===== src/rtl/mem_port_arbiter.sv =====
// Purpose: control for one memory port shared by instruction fetch (req0) and data access (req1).
// Latency: grant one cycle after request; ack in the same cycle the beat completes.
// Backpressure: mem_ready stalls the owner's beat; one IDLE bubble separates consecutive owners.
// Build option ARB_ROUND_ROBIN_EN: round-robin ties plus forced release after MAX_BEATS beats.
// Without it, requester 1 wins ties and an owner keeps the port until it drops its request.
module mem_port_arbiter #(
    parameter int MAX_BEATS = 4
) (
    input  logic clk,
    input  logic reset,
    input  logic req0,
    input  logic req1,
    output logic gnt0,
    output logic gnt1,
    output logic ack0,
    output logic ack1,
    output logic sel,
    output logic mem_valid,
    input  logic mem_ready
);

    typedef enum logic {
        IDLE  = 1'b0,
        GRANT = 1'b1
    } state_t;

    state_t state;
    state_t state_nxt;

    logic owner;
    logic owner_req;
    logic winner;
    logic next_owner;
    logic grant_edge;
    logic beat_done;

`ifdef ARB_ROUND_ROBIN_EN
    logic       last;
    logic       other_req;
    logic [7:0] beat_cnt;
    logic       cnt_at_max;

    assign other_req  = owner ? req0 : req1;
    assign cnt_at_max = (beat_cnt == 8'(MAX_BEATS - 1));
`endif

    assign owner_req  = owner ? req1 : req0;
    assign grant_edge = (state == IDLE) && (req0 || req1);
    assign next_owner = (state == IDLE) ? winner : owner;

    // Tie-break between the two requesters when the port is free.
    always_comb begin
        winner = req1;
`ifdef ARB_ROUND_ROBIN_EN
        if (req0 && req1) begin
            winner = ~last;
        end
`endif
    end

    // State register.
    always_ff @(posedge clk) begin
        if (reset) begin
            state <= IDLE;
        end else begin
            state <= state_nxt;
        end
    end

    // Next-state: grant on any request, release when the owner lets go or is forced out.
    always_comb begin
        state_nxt = state;
        case (state)
            IDLE: begin
                if (req0 || req1) begin
                    state_nxt = GRANT;
                end
            end
            GRANT: begin
                if (!owner_req) begin
                    state_nxt = IDLE;
                end
`ifdef ARB_ROUND_ROBIN_EN
                else if (beat_done && cnt_at_max && other_req) begin
                    state_nxt = IDLE;
                end
`endif
            end
            default: state_nxt = IDLE;
        endcase
    end

    // Outputs: beat handshake toward memory; suppressed during reset so an in-flight beat is dropped.
    always_comb begin
        mem_valid = (state == GRANT) && owner_req && !reset;
        beat_done = mem_valid && mem_ready;
        ack0      = beat_done && !owner;
        ack1      = beat_done && owner;
    end

    // Ownership, mux select and grant flops; only the IDLE->GRANT edge may change owner/sel.
    always_ff @(posedge clk) begin
        if (reset) begin
            owner <= 1'b0;
            sel   <= 1'b0;
            gnt0  <= 1'b0;
            gnt1  <= 1'b0;
        end else begin
            if (grant_edge) begin
                owner <= winner;
                sel   <= winner;
            end
            gnt0 <= (state_nxt == GRANT) && !next_owner;
            gnt1 <= (state_nxt == GRANT) && next_owner;
        end
    end

`ifdef ARB_ROUND_ROBIN_EN
    // Most recent owner; starts at 1 so requester 0 wins the first tie.
    always_ff @(posedge clk) begin
        if (reset) begin
            last <= 1'b1;
        end else if (grant_edge) begin
            last <= winner;
        end
    end

    // Beats completed in the current tenure; wraps when no competitor forces a release.
    always_ff @(posedge clk) begin
        if (reset) begin
            beat_cnt <= 8'd0;
        end else if (grant_edge) begin
            beat_cnt <= 8'd0;
        end else if (beat_done) begin
            beat_cnt <= cnt_at_max ? 8'd0 : beat_cnt + 8'd1;
        end
    end
`endif

endmodule


===== config.mk =====
export PLATFORM = sky130hd
export DESIGN_NAME = mem_port_arbiter
export DESIGN_NICKNAME = d
export VERILOG_FILES = /design/src/rtl/mem_port_arbiter.sv
export SDC_FILE = /design/constraint.sdc
export NUM_CORES = 1
export LEC_CHECK = 0
export CAP_MARGIN = 20
export CORE_AREA = 10 10 47 49
export CTS_CLUSTER_DIAMETER = 80
export DETAILED_ROUTE_END_ITERATION = 7
export DIE_AREA = 0 0 57 59
export PLACE_DENSITY = 0.47
export SYNTH_ARGS = -nofsm -noshare
export SYNTH_HDL_FRONTEND = slang
export SYNTH_SLANG_ARGS = --single-unit

===== constraint.sdc =====
create_clock -name clk -period 2.9 [get_ports clk]
set_input_delay 0.87 -clock clk [delete_from_list [all_inputs] [get_ports clk]]
set_output_delay 0.87 -clock clk [all_outputs]
set_load 0.01 [all_outputs]

==> impl_metrics.json <==
{
  "crit_type": "primary input to output port",
  "vias_per_cell": 4.13,
  "highest_layer": "met3",
  "layout_common_cells": "clkdlybuf4s50_1 (7), dfxtp_1 (4), nand2_1 (3), nor2_1 (3), clkbuf_4 (3)",
  "clock_sinks": 4,
  "fillers": 174,
  "synthSimpleGateAreaFrac": 0.405,
  "post-route-drc-count": 0,
  "cp-end-kind": "output port",
  "p_sw_w": 0.0000391,
  "dpl.hpwl_um": 461,
  "clk_pin_slew_ns": 0.04,
  "r2r_slack_ns": 2.06,
  "syn_avg_cell_area_sq_um": 8.05,
  "final-setup-viol-count": 0,
  "synth_top_family_by_area": "simple AND/OR/NAND/NOR gates",
  "antenna_found_initial": 0,
  "required_ns": 2.03,
  "final_antenna_net_count": 0,
  "grt_max_degree": 7,
  "ir_worst_vdd_uv": 102,
  "fin_crit_sh": 0.978,
  "tns_ns": 0,
  "num_antenna_cells": 0,
  "status": "complete, no violations",
  "fin_crit_ns": 2.84,
  "p_leak_nw": 0.143,
  "min_to": "sel",
  "hold_buffers": 0,
  "p_sw_frac": 0.241,
  "synth_fa_ha_area_frac": 0,
  "fin_ws_ns": 0.0638,
  "worst_r2r_path_depth": 3,
  "worst_pin_slew_ns": 0.190,
  "grt_util_all_layers": 0.0345,
  "rsz0062_at_grt": "no",
  "met1_length_um": 208,
  "wl_met3_um": 26,
  "final_common_cell": "clkdlybuf4s50_1",
  "syn_area_sq_um": 185,
  "drive_gt1_frac": 0.184,
  "vias": 223,
  "synth_cell_types": 13,
  "numPortBuffers": 10,
  "yosysSeqAreaShare": 0.432,
  "die_w_um": 57,
  "htree_levels": 1,
  "relSlewSlack": 0.872,
  "place.gp.congestion": 0.759,
  "cts_buffers": 3,
  "row_count": 14,
  "p_comb_frac": 0.180,
  "hold_depth": 2,
  "io_pins": 11,
  "clk_latency_ns": 0.23,
  "die_y_um": 59,
  "p_total_w": 0.000162,
  "grt.overflow.total": 0,
  "slew_violations": 0,
  "clock.fmax_ghz": 0.353,
  "dr.pass1.iters": 5,
  "final_nets": 45,
  "yosys_register_bits": 4,
  "wl_met2_um": 311,
  "core_area_sq_mm": 0.00140,
  "synth.mux.area_fraction": 0,
  "drt_iter0_markers": 7,
  "p_seq_frac": 0.388,
  "dp_slack_ns": -0.278,
  "die-area_sq_mm": 0.00336,
  "syn_inst": 23,
  "cp.arrival_ns": 1.97,
  "grt_pass1_wl_um": 883,
  "syn-num-nets": 28,
  "worstReg2RegEnd": "state",
  "internal_power_w": 0.000123,
  "power_density_mw_per_mm2": 483,
  "clkPwrFrac": 0.433,
  "finalHoldViolations": 0,
  "synth_xor_area_frac": 0,
  "cts_setup_buffers": 0,
  "cts_buffer_depth": 2,
  "wl_per_cell_um": 10.1,
  "area_growth_pct": 81.1,
  "hp-start": "sel",
  "start_kind": "primary input",
  "synth-compound-area-share": 0.142,
  "cap_violations": 0,
  "cts_tree": "built",
  "yosysWarnings": 0,
  "grt_pass1_vias": 224,
  "routed_wl_um": 546,
  "crit_fanout": 2,
  "worstReg2RegStart": "sel",
  "initial_core_util": 0.132,
  "root_buffer": "clkbuf_4",
  "min_path_type": "register to register",
  "finClkSkew_ns": 0.00352
}
-- worst max-delay path, cell delays in order --
cell and delay, ns:
clkdlybuf4s50_1 0.47, or2b_1 0.26, nor2_1 0.10, dlygate4sd2_1 0.27
-- routing by layer --
layer / vias up / global-route usage
met5: - / 0
met4: 0 / 0.0403
met3: 0 / 0.0172
met2: 10 / 0.0558
met1: 105 / 0.0284
li1: 108 / -
-- logic make-up (layout without fill, tap and decap cells) --
| logic type | after synthesis | after routing |
|---|---|---|
| buf+inv | 1 | 16 |
| flops | 4 | 4 |
| simple gates | 14 | 14 |
| compound gates | 4 | 4 |
-- stage by stage --
step | area (sq um) | hold WS (ns) | std cells | utilization
4_1_cts | 340 | 0.590 | 54 | 0.243
6_report | 335 | 0.590 | 54 | 0.239
3_5_place_dp | 320 | 0.578 | 51 | 0.229
5_1_grt | 335 | 0.625 | 54 | 0.239
3_3_place_gp | 320 | 0.578 | 51 | 0.229
2_1_floorplan | 185 | 0.555 | 23 | -
-- cell type report --
class / instances / area [sq um] / area share
flip-flops and latches: 4 / 80.1 / 0.239
repair buffers: 12 / 108 / 0.321
well taps: 16 / 20.0 / 0.0597
inverters: 1 / 3.75 / 0.0112
multi-input cells: 18 / 101 / 0.302
clock buffers: 3 / 22.5 / 0.0672
-- flip-flops by register name, indices dropped and copies added (netlist names) --
register,count
state,1
gnt0,1
gnt1,1
sel,1
-- worst max path at each step --
stage,from,end,slack [ns]
2_1_floorplan,req0,ack0,0.74
3_5_place_dp,req0,mem_valid,-0.28
4_1_cts,req0,mem_valid,0.02
5_1_grt,req0,ack0,0.005
6_report,req0,ack0,0.06
3_3_place_gp,req0,mem_valid,-0.28
-- repair_timing --
item	CTS	global route
cloned	0	0
endpoints found under the setup margin	3	1
hold endpoints to repair	0	0
resized for setup	4	1
-- Yosys cell counts --
master,number,share of area
a211oi_1,1,0.041
a21oi_1,2,0.054
a21oi_2,1,0.047
dfxtp_1,4,0.43
inv_1,1,0.020
nand2_1,3,0.061
nand2b_1,2,0.068
nand3b_1,1,0.041
nor2_1,3,0.061
nor2b_1,2,0.068
nor3_1,1,0.027
nor3b_1,1,0.041
or2b_1,1,0.041
-- power by group through the flow --
stage               clock (W)  sequential [W]  combinational, W
floorplan                   0       0.0000643         0.0000107
global placement            0       0.0000639         0.0000302
detailed placement          0       0.0000636         0.0000305
CTS                 0.0000738       0.0000628         0.0000300
global route        0.0000790       0.0000636         0.0000316
finish              0.0000701       0.0000628         0.0000291
(Power assumes the default switching activity.)
